File: src/rtl/add_arb_if.sv
// Bundle between add_arb, its requesters, the shared adder and the result consumer.
// Modport master is the arbiter side; slave is the environment side.
interface add_arb_if #(
    parameter int unsigned N    = 8,
    parameter int unsigned NREQ = 4
);
    localparam int unsigned IDW = (NREQ > 1) ? $clog2(NREQ) : 1;

    logic [NREQ-1:0]   req_i;
    logic [NREQ*N-1:0] data0_i;
    logic [NREQ*N-1:0] data1_i;
    logic [NREQ-1:0]   gnt_o;
    logic [N-1:0]      add_a_o;
    logic [N-1:0]      add_b_o;
    logic [N-1:0]      add_sum_i;
    logic              add_over_i;
    logic              res_valid_o;
    logic [IDW-1:0]    res_id_o;
    logic [N-1:0]      sum_o;
    logic              over_o;
    logic              res_ready_i;

    modport master (
        input  req_i, data0_i, data1_i, add_sum_i, add_over_i, res_ready_i,
        output gnt_o, add_a_o, add_b_o, res_valid_o, res_id_o, sum_o, over_o
    );

    modport slave (
        output req_i, data0_i, data1_i, add_sum_i, add_over_i, res_ready_i,
        input  gnt_o, add_a_o, add_b_o, res_valid_o, res_id_o, sum_o, over_o
    );
endinterface

File: src/rtl/add_arb.sv
// Round-robin arbiter sharing one external fixed-latency adder between NREQ requesters.
// Optional ADD_ARB_SAT_EN: saturate sum_o to all ones when the adder reports carry-out.
module add_arb #(
    parameter int unsigned N    = 8,
    parameter int unsigned NREQ = 4,
    parameter int unsigned LAT  = 1
) (
    input  logic       clk_i,
    input  logic       rst_ni,
    add_arb_if.master  bus
);
    localparam int unsigned IDW = (NREQ > 1) ? $clog2(NREQ) : 1;
    localparam int unsigned CW  = (LAT > 0) ? $clog2(LAT + 1) : 1;

    typedef enum logic [1:0] {IDLE, EXEC, RESP} state_t;

    state_t          state_q, state_d;
    logic [IDW-1:0]  ptr_q, ptr_d;
    logic [CW-1:0]   cnt_q, cnt_d;
    logic [NREQ-1:0] gnt_q, gnt_d;
    logic [N-1:0]    a_q, a_d;
    logic [N-1:0]    b_q, b_d;
    logic            valid_q, valid_d;
    logic [IDW-1:0]  id_q, id_d;
    logic [N-1:0]    sum_q, sum_d;
    logic            over_q, over_d;

    logic            found;
    logic [IDW-1:0]  sel;
    logic [IDW-1:0]  cand;
    int unsigned     idx;

    // First active request scanning from ptr upward with wrap.
    always_comb begin
        found = 1'b0;
        sel   = '0;
        idx   = 0;
        cand  = '0;
        for (int unsigned i = 0; i < NREQ; i++) begin
            idx = 32'(ptr_q) + i;
            if (idx >= NREQ) idx = idx - NREQ;
            cand = IDW'(idx);
            if (!found && bus.req_i[cand]) begin
                found = 1'b1;
                sel   = cand;
            end
        end
    end

    // EXEC runs LAT+1 cycles so the adder result is settled when sampled.
    always_comb begin
        state_d = state_q;
        ptr_d   = ptr_q;
        cnt_d   = cnt_q;
        gnt_d   = '0;
        a_d     = a_q;
        b_d     = b_q;
        valid_d = valid_q;
        id_d    = id_q;
        sum_d   = sum_q;
        over_d  = over_q;
        case (state_q)
            IDLE: begin
                if (found) begin
                    gnt_d   = NREQ'(1) << sel;
                    a_d     = bus.data0_i[32'(sel)*N +: N];
                    b_d     = bus.data1_i[32'(sel)*N +: N];
                    id_d    = sel;
                    cnt_d   = CW'(LAT);
                    state_d = EXEC;
                end
            end
            EXEC: begin
                if (cnt_q != '0) begin
                    cnt_d = cnt_q - CW'(1);
                end else begin
                    sum_d   = bus.add_sum_i;
                    over_d  = bus.add_over_i;
`ifdef ADD_ARB_SAT_EN
                    if (bus.add_over_i) sum_d = '1;
`endif
                    valid_d = 1'b1;
                    state_d = RESP;
                end
            end
            RESP: begin
                if (bus.res_ready_i) begin
                    valid_d = 1'b0;
                    ptr_d   = (id_q == IDW'(NREQ - 1)) ? '0 : id_q + IDW'(1);
                    state_d = IDLE;
                end
            end
            default: state_d = IDLE;
        endcase
    end

    always_ff @(posedge clk_i or negedge rst_ni) begin
        if (!rst_ni) begin
            state_q <= IDLE;
            ptr_q   <= '0;
            cnt_q   <= '0;
            gnt_q   <= '0;
            a_q     <= '0;
            b_q     <= '0;
            valid_q <= 1'b0;
            id_q    <= '0;
            sum_q   <= '0;
            over_q  <= 1'b0;
        end else begin
            state_q <= state_d;
            ptr_q   <= ptr_d;
            cnt_q   <= cnt_d;
            gnt_q   <= gnt_d;
            a_q     <= a_d;
            b_q     <= b_d;
            valid_q <= valid_d;
            id_q    <= id_d;
            sum_q   <= sum_d;
            over_q  <= over_d;
        end
    end

    assign bus.gnt_o       = gnt_q;
    assign bus.add_a_o     = a_q;
    assign bus.add_b_o     = b_q;
    assign bus.res_valid_o = valid_q;
    assign bus.res_id_o    = id_q;
    assign bus.sum_o       = sum_q;
    assign bus.over_o      = over_q;
endmodule
File: src/flat_wrapper.sv
// flat-port wrapper written by rule: the top's interface ports become plain ports
module add_arb_flat 
#(
    parameter int unsigned N    = 8,
    parameter int unsigned NREQ = 4,
    parameter int unsigned LAT  = 1
)
  (clk_i, rst_ni, bus_req_i, bus_data0_i, bus_data1_i, bus_add_sum_i, bus_add_over_i, bus_res_ready_i, bus_gnt_o, bus_add_a_o, bus_add_b_o, bus_res_valid_o, bus_res_id_o, bus_sum_o, bus_over_o);
  add_arb_if #(.N(N), .NREQ(NREQ)) bus_i ();
  input  logic clk_i;
  input  logic rst_ni;
  input wire logic [$bits(bus_i.req_i)-1:0] bus_req_i;
  input wire logic [$bits(bus_i.data0_i)-1:0] bus_data0_i;
  input wire logic [$bits(bus_i.data1_i)-1:0] bus_data1_i;
  input wire logic [$bits(bus_i.add_sum_i)-1:0] bus_add_sum_i;
  input wire logic [$bits(bus_i.add_over_i)-1:0] bus_add_over_i;
  input wire logic [$bits(bus_i.res_ready_i)-1:0] bus_res_ready_i;
  output wire logic [$bits(bus_i.gnt_o)-1:0] bus_gnt_o;
  output wire logic [$bits(bus_i.add_a_o)-1:0] bus_add_a_o;
  output wire logic [$bits(bus_i.add_b_o)-1:0] bus_add_b_o;
  output wire logic [$bits(bus_i.res_valid_o)-1:0] bus_res_valid_o;
  output wire logic [$bits(bus_i.res_id_o)-1:0] bus_res_id_o;
  output wire logic [$bits(bus_i.sum_o)-1:0] bus_sum_o;
  output wire logic [$bits(bus_i.over_o)-1:0] bus_over_o;
  assign bus_i.req_i = bus_req_i;
  assign bus_i.data0_i = bus_data0_i;
  assign bus_i.data1_i = bus_data1_i;
  assign bus_i.add_sum_i = bus_add_sum_i;
  assign bus_i.add_over_i = bus_add_over_i;
  assign bus_i.res_ready_i = bus_res_ready_i;
  assign bus_gnt_o = bus_i.gnt_o;
  assign bus_add_a_o = bus_i.add_a_o;
  assign bus_add_b_o = bus_i.add_b_o;
  assign bus_res_valid_o = bus_i.res_valid_o;
  assign bus_res_id_o = bus_i.res_id_o;
  assign bus_sum_o = bus_i.sum_o;
  assign bus_over_o = bus_i.over_o;
  add_arb #(.N(N), .NREQ(NREQ), .LAT(LAT)) u_core (.clk_i(clk_i), .rst_ni(rst_ni), .bus(bus_i));
endmodule
File: config.mk
export PLATFORM = sky130hd
export DESIGN_NAME = add_arb_flat
export DESIGN_NICKNAME = d
export VERILOG_FILES = /design/src/rtl/add_arb_if.sv /design/src/rtl/add_arb.sv /design/src/flat_wrapper.sv
export SDC_FILE = /design/constraint.sdc
export NUM_CORES = 1
export LEC_CHECK = 0
export ABC_AREA = 1
export BUFFER_PORTS_ARGS = -buffer_cell sky130_fd_sc_hd__buf_2
export CAP_MARGIN = 40
export CORE_ASPECT_RATIO = 0.75
export CORE_UTILIZATION = 42
export DETAILED_ROUTE_END_ITERATION = 12
export GPL_TIMING_DRIVEN = 0
export PLACE_DENSITY = 0.84
export SYNTH_ARGS = -nofsm -noshare
export SYNTH_HDL_FRONTEND = slang
export SYNTH_SLANG_ARGS = --single-unit
File: constraint.sdc
create_clock -name clk_i -period 1.98 [get_ports clk_i]
set_clock_uncertainty 0.15 [all_clocks]
set_input_delay 0.297 -clock clk_i [delete_from_list [all_inputs] [get_ports clk_i]]
set_output_delay 0.297 -clock clk_i [all_outputs]
set_load 0.01 [all_outputs]
## Word-level counts from Yosys, hierarchy flattened

Cells that the tools add are included.

| storage, ports and cells | value |
|---|---|
| flip-flop bits (word level) | 37 |
| logic and storage cells | 85 |
| output and inout port bits | 32 |
| input bits | 80 |

| cells by class | value |
|---|---|
| order comparisons | 8 |
| bitwise gates (word level) | 1 |
| add/sub/neg operators | 9 |
| shifts and indexed selects | 3 |
| mux-type cells | 33 |
| reduce and logical (&&, ||, !) cells | 15 |
| eq/ne operators | 6 |

Operators with widths:

| operator | number |
|---|---|
| 32-bit by 6-bit variable part select with 8-bit output | 2 |
| 2-bit 2-to-1 mux | 12 |
| 2-bit by 3-bit < comparator with 1-bit output, second input constant | 4 |
| 1-bit 2-to-1 mux | 12 |
| 3-bit >= comparator, second input constant | 3 |
| 1-bit binary-select mux with 2-bit select | 4 |
| 4-bit 2-to-1 mux | 2 |
| 2-bit AND reduction | 4 |
| 2-bit by 1-bit subtractor with 2-bit output, second input constant | 4 |
| 2-bit by 2-bit adder with 3-bit output, second input constant | 2 |
| 2-bit one-hot mux with 3 select lines | 1 |
| 3-bit AND reduction | 2 |
| 2-bit equality test, second input constant | 2 |
| 2-bit != test, second input constant | 2 |
| 1-bit one-hot mux with 2 select lines | 2 |
| 2-bit nonzero test | 2 |
| 1-bit by 2-bit << shifter with 4-bit output, first input constant | 1 |
| 2-bit by 1-bit adder with 3-bit output, second input constant | 1 |
| 2-bit by 3-bit >= comparator with 1-bit output, second input constant | 1 |
| 1-bit logical AND | 3 |
| 1-bit zero test | 3 |
| 2-bit by 1-bit adder with 2-bit output, second input constant | 1 |
| 2-bit by 1-bit equality test with 1-bit output, second input constant | 1 |
| 2-bit zero test | 1 |
| 3 further kinds | 3 |

## Logic depth before layout (Yosys ltp)

Gate-level depths: netlist of run 1.

| depth | value |
|---|---|
| word-level depth | 17 |
| mapped depth | 15 |
| mapped depth without buffers | 14 |

## Least setup slack after synthesis of run 1

OpenSTA, ideal clock, no wires.

| path | value |
|---|---|
| kind | register to register |
| start point | register u_core.ptr_q[0] |
| end point | register u_core.a_q[0] (netlist: u_core.bus.add_a_o[0]) |
| data required time | 1.706 ns |
| period minus slack after synthesis | 1.863 ns |
| buffers on the path | 2 |
| stages on the path, launching flop included | 14 |
| library setup time | 0.124 ns |
| data arrival time | 1.588 ns |
| path slack | 0.117 ns |
| path through | dfrtp_1 > buf_6 > nand2_1 > nand2_1 > nand2_1 > nand2_2 > nor2_4 > nand3_2 > nand2_4 > nand2_4 > buf_6 > or2_0 > nand3_1 > nand3_1 |

| between the ends | value |
|---|---|
| cells in the longest elaborated chain, start to end | 15 |
| elaborated cells on any way between the ends | 39 |
| those cells by class | add/sub (7); order compare (4); shift (1); mux (20); reduce/logical (7) |

Ends and longest elaborated chain:

| item | RTL line | text |
|---|---|---|
| from (decl) | add_arb.sv:18 | `logic [IDW-1:0] ptr_q, ptr_d;` |
| from (signal assigned) | add_arb.sv:111 | `ptr_q <= ptr_d;` |
| parallel branches: the longest is 15 deep, another holds 2-bit by 1-bit adder with 3-bit output | - |  |
| to (signal assigned) | add_arb.sv:103 | `a_q <= '0;` |
| to (signal assigned) | add_arb.sv:114 | `a_q <= a_d;` |
| to (decl) | add_arb.sv:21 | `logic [N-1:0] a_q, a_d;` |

Parallel ways; which one is timed is not known. The select of a mux whose other input is x is not followed.
A chain may end at the register's enable or synchronous reset.

## Worst setup path in the final report of run 1

| path | value |
|---|---|
| start point | register u_core.ptr_q[0] |
| end point | register u_core.b_q[1] (netlist: u_core.bus.add_b_o[1]) |

| between the ends | value |
|---|---|
| cells in the longest elaborated chain, start to end | 15 |
| elaborated cells on any way between the ends | 39 |
| those cells by class | add/sub (7); order compare (4); shift (1); mux (20); reduce/logical (7) |

Ends and longest elaborated chain:

| item | RTL line | text |
|---|---|---|
| parallel branches: the longest is 15 deep, another holds 2-bit by 1-bit adder with 3-bit output | - |  |
| to (signal assigned) | add_arb.sv:104 | `b_q <= '0;` |
| to (signal assigned) | add_arb.sv:115 | `b_q <= b_d;` |
| to (decl) | add_arb.sv:22 | `logic [N-1:0] b_q, b_d;` |

Parallel ways; which one is timed is not known. The select of a mux whose other input is x is not followed.

==> results of run 1 <==
## cell families (layout without fill, tap and decap cells)
family | Yosys count | in the layout | synth area share
AOI/OAI and AO/OA | 7 | 7 | 0.0167
muxes | 9 | 9 | 0.0422
DFF | 37 | 37 | 0.385
adders and majority gates | 1 | 1 | 0.00520
buffers and inverters | 76 | 206 | 0.137
and+or+nand+nor | 215 | 215 | 0.414
## timing repair
action / in CTS / in global routing
cloned: 0 / 2
setup buffers: 6 / 2
hold buffers: 1 / 0
setup endpoints to repair: 20 / 23
hold endpoints to repair: 37 / 0
pin swaps: 2 / 10
resized for setup: 11 / 17
## synth_stat cells, types with 2 or more instances
cell type	number
mux2_2	9
nor2_1	8
nand3_1	62
o21ai_0	2
nand2_2	8
dfrtp_1	37
nor2_2	2
nand3b_1	2
inv_1	59
clkbuf_1	3
buf_2	5
a21oi_1	2
buf_4	2
or2_0	7
or2_1	7
nand2_4	2
inv_2	3
nand2_1	112
nand3_2	3
buf_6	4
## path summary, 6_finish.rpt
path,from,endpoint,depth (start not counted)
min in group asynchronous,rst_ni,u_core.bus.add_a_o[4]$_DFFE_PN0P_,2
max in group asynchronous,rst_ni,u_core.ptr_q[1]$_DFFE_PN0P_,2
worst max register to register,u_core.ptr_q[0]$_DFFE_PN0P_,u_core.bus.add_b_o[1]$_DFFE_PN0P_,13
worst min register to register,u_core.bus.add_a_o[3]$_DFFE_PN0P_,u_core.bus.add_a_o[3]$_DFFE_PN0P_,2
worst max-delay path,u_core.ptr_q[0]$_DFFE_PN0P_,u_core.bus.add_b_o[1]$_DFFE_PN0P_,13
worst min-delay path,bus_res_ready_i,u_core.state_q[1]$_DFFE_PN0P_,2
## per-layer routing
| layer | share of wire | GRT usage | vias to the layer above |
|---|---|---|---|
| met3 | 0.076 | 0.0489 | 5 |
| li1 | - | - | 1311 |
| met5 | 0 | 0 | - |
| met2 | 0.45 | 0.369 | 111 |
| met1 | 0.46 | 0.301 | 1190 |
| met4 | 0.0081 | 0.0516 | 0 |
## power by group
group,total (mW),switching (mW),internal [mW],leakage (nW)
Clock,0.688,0.278,0.409,0.0574
Sequential,1.34,0.208,1.13,0.446
Combinational,3.96,2.33,1.62,1.48
## final cells by class
cell class              instances  area (sq um)
inverters                      62           238
repair buffers                122           638
flip-flops and latches         37           928
clock inverters                 2          37.5
multi-input cells             232          1210
plain buffers                  14           104
clock buffers                   6          82.6
fillers                       508          2110
well taps                      75          93.8
## flip-flops by register name (all words and copies together), names as in the netlist
| name | flops |
|---|---|
| u_core.bus.add_a_o | 8 |
| u_core.bus.add_b_o | 8 |
| u_core.bus.gnt_o | 4 |
| u_core.bus.over_o | 1 |
| u_core.bus.res_id_o | 2 |
| u_core.bus.res_valid_o | 1 |
| u_core.bus.sum_o | 8 |
| u_core.cnt_q | 1 |
| u_core.ptr_q | 2 |
| u_core.state_q | 2 |
## layout by cell type, fill, tap and decap left out, types with 7 or more instances in the layout
| cell type | synthesis | routed |
|---|---|---|
| or2_1 | 7 | 7 |
| mux2_2 | 9 | 9 |
| buf_4 | 2 | 13 |
| inv_1 | 59 | 58 |
| or2_0 | 7 | 7 |
| dfrtp_1 | 37 | 35 |
| nor2_1 | 8 | 7 |
| nand2_1 | 112 | 102 |
| nand2_2 | 8 | 17 |
| buf_2 | 5 | 116 |
| nand3_1 | 62 | 61 |
## worst max-delay path, stage by stage, from the launching register on
cell and delay [ns]:
dfrtp_2 0.44, buf_6 0.15, nand2_2 0.06, nand2_2 0.06
nand2_2 0.08, nand2_2 0.06, nor2_4 0.14, nand3_2 0.10
nand2_4 0.10, nand2_4 0.08, buf_4 0.16, or2_0 0.20
nand3_1 0.08, nand3_1 0.07
==> results.py, run 1 <==
metrics = {
    "logic_synthesis": {
        "synth_nets": 426,
        "synth_edf_count": 0,
        "synthTopCellsByArea": "dfrtp_1 39%, nand2_1 17%, nand3_1 13%, inv_1 9.2%, mux2_2 4.2%",
        "yosysWarnings": 0,
        "synth_top_area_frac": 0.385,
        "ys_ff_latch": 37,
        "yosys.area.top_type": "dfrtp_1",
        "synthArstFlopShare": 1.00,
        "synthCells": 345,
        "seq_area_frac_synth": 0.385,
        "syn_area_sq_um": 2400,
        "avgSynthCellArea_sq_um": 6.97,
        "synth_cell_type_count": 26,
        "synth_ff_type": "dfrtp_1",
    },
    "cts": {
        "cts_sinks": 37,
        "htreeDepth": 2,
        "clkLatencyLatePin_ns": 0.29,
        "cts_tree": "built",
        "cts_root_buf": "clkbuf_8",
        "cts.reportedPaths.clkPinSlew_ns": 0.08,
        "max-clock-path-buffers": 2,
        "cts_buffers": 5,
    },
    "global_routing": {
        "antenna_found_initial": 0,
        "grt_remaining_overflow": 0,
        "gr-usage-all-layers": 0.224,
        "grt_pass1_vias": 2273,
        "grt_max_degree": 38,
        "grt_first_pass_wirelength_um": 10000,
    },
    "timing": {
        "relSlewSlack": 0.461,
        "drv_slew": 0,
        "setup_ws_ns": -0.0731,
        "fin_tns_setup_ns": -0.742,
        "worst_slew_pin_slew_ns": 0.808,
        "fmax_mhz": 487,
        "finalCritPeriodShare": 1.04,
        "min_period_ns": 2.05,
        "hold_violations": 0,
        "grt_setup_unrepaired": "yes",
        "finalSetupViolCount": 16,
        "whs_ns": 0.0728,
    },
    "placed_design": {
        "dp_hpwl_um": 4660,
        "io_buffers": 111,
        "place_ws_ns": -0.125,
        "gp_congestion": 0.814,
        "dp.cells": 531,
        "dpl-instance-area_sq_um": 3050,
    },
    "floorplan": {
        "dieWidth_um": 89.4,
        "core_sq_um": 5440,
        "core.rowCount": 23,
        "initial_utilization": 0.442,
        "die-height_um": 67.5,
        "dieArea_sq_um": 6030,
        "boundaryPins": 112,
    },
    "layout": {
        "drive_above_1_share": 0.394,
        "n_antenna_cell": 0,
        "stdcell_count": 550,
        "nNetsFinal": 555,
        "syn2layout_area_growth_pct": 38.5,
        "fin_util": 0.612,
        "design_area_sq_um": 3330,
    },
    "hold_path": {
        "hold_path_class": "in -> reg",
    },
    "worst_setup_path": {
        "critPathLaunchType": "flop",
        "required_ns": 2.01,
        "r2r_slack_ns": -0.07,
        "crit_type": "reg -> reg",
        "critPathMaxFanout": 5,
        "critPathCaptureType": "flop",
        "worstPathArrival_ns": 2.09,
    },
    "drt": {
        "antenna_left": 0,
        "post-route-drc-count": 0,
        "num_vias": 2617,
        "vias_per_cell": 4.76,
        "first_iter_violations": 113,
        "dr.pass1.iters": 4,
        "routedWlPerCell_um": 11.7,
        "routed_wl_um": 6420,
    },
    "power_and_ir_drop": {
        "power.leakage_nw": 1.98,
        "finalPower_mw": 5.98,
        "p_per_area_nw_per_um2": 1800,
        "ir_drop_mv": 0.832,
    },
    "outcome": {
        "violations": "negative setup slack",
        "status": "complete, but fails checks",
    },
    "job": {
        "maxCapViolations": 0,
    },
}
Power figures use the tool's default switching activity.
==> inputs of run 2 (changes only) <==
--- a/config.mk
+++ b/config.mk
@@ -9,10 +9,10 @@
 export BUFFER_PORTS_ARGS = -buffer_cell sky130_fd_sc_hd__buf_2
 export CAP_MARGIN = 40
 export CORE_ASPECT_RATIO = 0.75
-export CORE_UTILIZATION = 42
+export CORE_UTILIZATION = 47
 export DETAILED_ROUTE_END_ITERATION = 12
 export GPL_TIMING_DRIVEN = 0
-export PLACE_DENSITY = 0.84
+export PLACE_DENSITY = 0.89
 export SYNTH_ARGS = -nofsm -noshare
 export SYNTH_HDL_FRONTEND = slang
 export SYNTH_SLANG_ARGS = --single-unit
==> constraint.sdc (replaced) <==
create_clock -name clk_i -period 1.9 [get_ports clk_i]
set_clock_uncertainty 0.15 [all_clocks]
set_input_delay 0.285 -clock clk_i [delete_from_list [all_inputs] [get_ports clk_i]]
set_output_delay 0.285 -clock clk_i [all_outputs]
set_load 0.01 [all_outputs]
==> run 2 against run 1 <==
  * The run still ends with negative setup slack left
  * Hold slack lost 0.022 ns
  * Clock-buffer cell count shrank 1
  * Final cell count shrank 1.6%
  * Core utilization grew 12 points
  * Sequential share of layout area shrank 2.0 points
  * Critical path depth grew 2
  * Sequential power grew 5%
  * Highest routed layer unchanged
  * First-iteration DRC count grew 30%
  * Sequential cell count is the same
  * Power grew 22%
  * Die area shrank 10%
  * Via count grew 3.8%
==> results.py, run 2 (synthesized netlist as in run 1, its figures left out) <==
metrics = {
    "worst_setup_path": {
        "required_ns": 1.93,
        "crit_type": "reg -> reg",
        "critPathMaxFanout": 10,
        "critPathLaunchType": "flop",
        "critPathLaunch": "u_core.ptr_q[1]$_DFFE_PN0P_",
        "critPathCaptureType": "flop",
        "worstPathArrival_ns": 2.12,
        "rr_startpoint": "u_core.ptr_q[1]$_DFFE_PN0P_",
    },
    "placed_design": {
        "gp_congestion": 0.848,
        "dp.cells": 516,
        "dp_hpwl_um": 4640,
        "io_buffers": 111,
        "dpl-instance-area_sq_um": 3030,
    },
    "layout": {
        "syn2layout_area_growth_pct": 49.5,
        "final_common_cell": "buf_2",
        "fin_util": 0.733,
        "layout_common_cells": "111 x buf_2, 98 x nand2_1, 57 x inv_1, 54 x nand3_1, 35 x dfrtp_1",
        "n_antenna_cell": 0,
        "stdcell_count": 541,
        "nNetsFinal": 561,
        "drive_above_1_share": 0.432,
        "design_area_sq_um": 3590,
    },
    "floorplan": {
        "initial_utilization": 0.491,
        "core_sq_um": 4900,
        "die-height_um": 63.9,
        "dieWidth_um": 84.6,
        "dieArea_sq_um": 5410,
        "core.rowCount": 22,
        "boundaryPins": 112,
    },
    "drt": {
        "post-route-drc-count": 0,
        "dr.pass1.iters": 7,
        "first_iter_violations": 147,
        "vias_per_cell": 5.02,
        "num_vias": 2717,
        "antenna_left": 0,
        "routed_wl_um": 6880,
        "routedWlPerCell_um": 12.7,
    },
    "timing": {
        "fmax_mhz": 479,
        "worst_slew_pin_slew_ns": 0.817,
        "setup_ws_ns": -0.186,
        "hold_violations": 0,
        "finalSetupViolCount": 22,
        "grt_setup_unrepaired": "yes",
        "drv_slew": 0,
        "finalCritPeriodShare": 1.10,
        "fin_tns_setup_ns": -3.11,
        "relSlewSlack": 0.455,
        "min_period_ns": 2.09,
    },
    "global_routing": {
        "gr-usage-all-layers": 0.263,
        "grt_pass1_vias": 2500,
        "antenna_found_initial": 0,
        "grt_max_degree": 38,
        "grt_first_pass_wirelength_um": 11200,
        "grt_remaining_overflow": 0,
    },
    "power_and_ir_drop": {
        "power.leakage_nw": 2.11,
        "finalPower_mw": 7.31,
        "p_per_area_nw_per_um2": 2030,
        "ir_drop_mv": 1.09,
    },
    "cts": {
        "max-clock-path-buffers": 2,
        "cts_sinks": 37,
        "cts_tree": "built",
        "htreeDepth": 2,
        "cts.reportedPaths.clkPinSlew_ns": 0.07,
        "cts_buffers": 5,
        "cts_root_buf": "clkbuf_8",
        "clkLatencyLatePin_ns": 0.28,
    },
    "job": {
        "maxCapViolations": 0,
    },
    "outcome": {
        "status": "complete, but fails checks",
        "violations": "negative setup slack",
    },
    "hold_path": {
        "hold_path_class": "in -> reg",
        "min_from": "bus_res_ready_i",
    },
}
run 2: cell types whose count changed in the layout (fill, tap and decap cells not counted), sizes merged:
cell / previous run / this run
buf: 133 / 136
clkinvlp: 1 / 0
clkbuf: 8 / 10
bufinv: 1 / 2
clkinv: 0 / 1
run 2: worst paths after layout:
kind                                                 endpoint  slack [ns]  cells after the start
setup / recovery            u_core.bus.add_b_o[7]$_DFFE_PN0P_       -0.19                     15
hold / removal                  u_core.state_q[1]$_DFFE_PN0P_        0.05                      2
setup reg to reg            u_core.bus.add_b_o[7]$_DFFE_PN0P_       -0.19                     15
hold reg to reg            u_core.bus.res_valid_o$_DFFE_PN0P_        0.34                      2
max in group asynchronous         u_core.ptr_q[0]$_DFFE_PN0P_        0.55                      2
min in group asynchronous       u_core.bus.gnt_o[1]$_DFF_PN0_        0.48                      2
run 2: routing by layer:
metal / global-route usage / part of all wire / vias to the layer above
li1: - / - / 1328
met4: 0.0466 / 0.0045 / 0
met1: 0.329 / 0.42 / 1263
met2: 0.461 / 0.51 / 122
met3: 0.0711 / 0.068 / 4
met5: 0 / 0 / -
run 2: metrics by stage:
stage	hold slack [ns]	setup slack (ns)
final	0.0504	-0.186
after global routing	0.0485	-0.282
after CTS	0.0394	-0.112
after detailed placement	0.281	-0.212
after global placement	0.266	-0.177
after floorplan	-0.161	0.0375
run 2: what timing repair did:
| action | 4_1_cts | 5_1_grt |
|---|---|---|
| hold buffers | 1 | 0 |
| pin swaps | 4 | 18 |
| setup buffers | 8 | 3 |
| endpoints found under the setup margin | 22 | 24 |
| gates cloned | 3 | 2 |
| hold endpoints to repair | 37 | 0 |
| gates resized for setup | 31 | 48 |
run 2: where the power goes:
part	leakage, nW	switching (mW)	internal [mW]	total, mW
logic	1.60	2.80	2.30	5.10
registers	0.446	0.231	1.18	1.41
clock network	0.0681	0.277	0.521	0.798
run 2: worst max-delay path, cell delays in order (launching register included):
cell     delay (ns)
dfrtp_2        0.45
inv_4          0.13
nand2_2        0.08
nand2_4        0.09
nand2_1        0.08
nand2_2        0.11
nor2_2         0.05
nor2_2         0.14
nand2_4        0.11
nand2_8        0.13
buf_4          0.18
nand2_1        0.06
nand3_1        0.06
nand2_1        0.05
nand2_1        0.06
nand2_1        0.05
run 2: final cells by class:
type | instances | area [sq um]
clock buffers | 5 | 68.8
clock inverters | 3 | 65.1
well taps | 60 | 75.1
multi-input cells | 232 | 1330
inverters | 62 | 240
fillers | 380 | 1310
plain buffers | 14 | 150
flip-flops and latches | 37 | 928
repair buffers | 128 | 736
==> inputs of run 3 (changes only) <==
--- a/config.mk
+++ b/config.mk
@@ -9,10 +9,10 @@
 export BUFFER_PORTS_ARGS = -buffer_cell sky130_fd_sc_hd__buf_2
 export CAP_MARGIN = 40
 export CORE_ASPECT_RATIO = 0.75
-export CORE_UTILIZATION = 47
+export CORE_UTILIZATION = 40
 export DETAILED_ROUTE_END_ITERATION = 12
 export GPL_TIMING_DRIVEN = 0
-export PLACE_DENSITY = 0.89
+export PLACE_DENSITY = 0.78
 export SYNTH_ARGS = -nofsm -noshare
 export SYNTH_HDL_FRONTEND = slang
 export SYNTH_SLANG_ARGS = --single-unit
==> run 3 against run 2 <==
  * The run still ends with negative setup slack left
  * Sequential share of layout area up 1.6 points
  * Critical path depth down 2
  * Final cell count up 2.6%
  * Maximum frequency up 2.8%
  * Sequential power about the same
  * Non-clock buffer count down 4
  * Register-to-register slack better by 0.06 ns
  * Clock-buffer cell count up 2
==> results.py, run 3 (synthesized netlist as in run 1, its figures left out) <==
metrics = {
    "power_and_ir_drop": {
        "seqPwrFrac": 0.221,
        "combPwrFrac": 0.684,
        "clkPwrFrac": 0.095,
        "p_per_area_nw_per_um2": 1880,
        "p_sw_mw": 2.96,
        "swShare": 0.467,
        "ir_drop_mv": 0.815,
        "internal_power_mw": 3.39,
        "power.leakage_nw": 2.00,
    },
    "timing": {
        "finalCritPeriodShare": 1.07,
        "min_period_ns": 2.03,
        "worst_slew_pin_slew_ns": 0.842,
        "drv_slew": 0,
        "hold_violations": 0,
        "finalSetupViolCount": 20,
        "setup_ws_ns": -0.129,
        "fmax_mhz": 493,
        "relSlewSlack": 0.439,
        "grt_setup_unrepaired": "yes",
        "fin_tns_setup_ns": -1.54,
    },
    "placed_design": {
        "dp_hpwl_um": 4630,
        "gp_congestion": 0.793,
        "io_buffers": 111,
    },
    "layout": {
        "syn2layout_area_growth_pct": 40.6,
        "n_antenna_cell": 0,
        "layout_common_cells": "113 x buf_2, 103 x nand2_1, 59 x nand3_1, 58 x inv_1, 35 x dfrtp_1",
        "fin_util": 0.583,
        "final_common_cell": "buf_2",
        "nNetsFinal": 557,
        "drive_above_1_share": 0.398,
        "fillCellCount": 552,
    },
    "drt": {
        "post-route-drc-count": 0,
        "dr.pass1.iters": 4,
        "first_iter_violations": 125,
        "routed_wl_um": 6450,
        "antenna_left": 0,
        "wl_met2_um": 2960,
        "vias_per_cell": 4.73,
        "num_vias": 2627,
        "met3_length_um": 578,
        "routed.top_layer": "met4",
        "routedWlPerCell_um": 11.6,
        "wl_met1_um": 2880,
    },
    "cts": {
        "max-clock-path-buffers": 2,
        "cts_buffers": 5,
        "htreeDepth": 2,
        "cts.reportedPaths.clkPinSlew_ns": 0.07,
        "cts_tree": "built",
        "cts_sinks": 37,
        "clkLatencyLatePin_ns": 0.28,
        "cts_root_buf": "clkbuf_8",
    },
    "worst_setup_path": {
        "critPathMaxFanout": 10,
        "critPathLaunchType": "flop",
        "crit_type": "reg -> reg",
        "worstPathArrival_ns": 2.05,
        "critPathCaptureType": "flop",
        "required_ns": 1.92,
    },
    "hold_path": {
        "hold_path_class": "in -> reg",
    },
    "job": {
        "maxCapViolations": 0,
    },
    "floorplan": {
        "boundaryPins": 112,
        "dieArea_sq_um": 6330,
        "dieWidth_um": 91.5,
        "core.rowCount": 24,
        "core_sq_um": 5800,
        "die-height_um": 69.1,
        "initial_utilization": 0.415,
    },
    "global_routing": {
        "grt_pass1_vias": 2484,
        "antenna_found_initial": 0,
        "gr-usage-all-layers": 0.221,
        "grt_remaining_overflow": 0,
        "grt_first_pass_wirelength_um": 11200,
        "grt_max_degree": 38,
    },
    "outcome": {
        "status": "complete, but fails checks",
        "violations": "negative setup slack",
    },
}
## run 3: power by group through the flow
stage	clock, mW	combinational, mW	sequential [mW]
2_1_floorplan	0	2.52	1.53
4_1_cts	0.621	4.33	1.40
3_5_place_dp	0	3.72	1.39
6_report	0.604	4.35	1.40
3_3_place_gp	0	3.62	1.39
5_1_grt	0.664	4.87	1.45
## run 3: layer usage
metal / GRT usage / up-vias
li1: - / 1317
met1: 0.301 / 1179
met2: 0.362 / 124
met3: 0.0552 / 7
met4: 0.0353 / 0
met5: 0 / -
## run 3: worst paths after layout
kind / cells after the start / endpoint / slack [ns] / from
max: 13 / u_core.bus.add_a_o[0]$_DFFE_PN0P_ / -0.13 / u_core.ptr_q[0]$_DFFE_PN0P_
min: 2 / u_core.state_q[1]$_DFFE_PN0P_ / 0.06 / bus_res_ready_i
max reg2reg: 13 / u_core.bus.add_a_o[0]$_DFFE_PN0P_ / -0.13 / u_core.ptr_q[0]$_DFFE_PN0P_
min reg2reg: 2 / u_core.bus.add_b_o[0]$_DFFE_PN0P_ / 0.33 / u_core.bus.add_b_o[0]$_DFFE_PN0P_
max in group asynchronous: 2 / u_core.ptr_q[1]$_DFFE_PN0P_ / 0.53 / rst_ni
min in group asynchronous: 2 / u_core.bus.add_a_o[4]$_DFFE_PN0P_ / 0.49 / rst_ni
## run 3: repair_timing
item                                    in CTS  in global routing
endpoints found under the setup margin      23                 24
resized for setup                           36                  3
buffers inserted                            10                  0
pin swaps                                    8                  0
hold buffers                                 1                  0
endpoints found under the hold margin       37                  0
cloned                                       2                  0
## run 3: cell type report
type	count	area (sq um)	area share
clock buffer	7	96.3	0.0285
multi-input combinational	232	1220	0.361
inverter	62	235	0.0696
timing repair buffer	124	667	0.197
buffer	14	130	0.0385
sequential	37	928	0.275
clock inverter	1	5.00	0.00148
tap	78	97.6	0.0289
## run 3: critical path: stages (launching register included)
cell,delay (ns)
dfrtp_2,0.45
buf_6,0.15
nand2_2,0.07
nand2_2,0.06
nand2_2,0.07
nand2_2,0.06
nor2_4,0.11
nand3_2,0.10
nand2_4,0.11
nand2_4,0.07
buf_6,0.14
or2_0,0.19
nand3_1,0.09
nand3_1,0.08
## run 3: metrics by stage
step	setup WS (ns)	power, mW	cell area, sq um	hold WS (ns)	cells
after floorplan	0.0375	4.05	2400	-0.161	345
after CTS	-0.133	6.35	3370	0.0477	555
after detailed placement	-0.317	5.11	3060	0.283	534
after global placement	-0.275	5.01	3060	0.273	534
final	-0.129	6.35	3380	0.0603	555
after global routing	-0.259	6.98	3380	0.0672	555
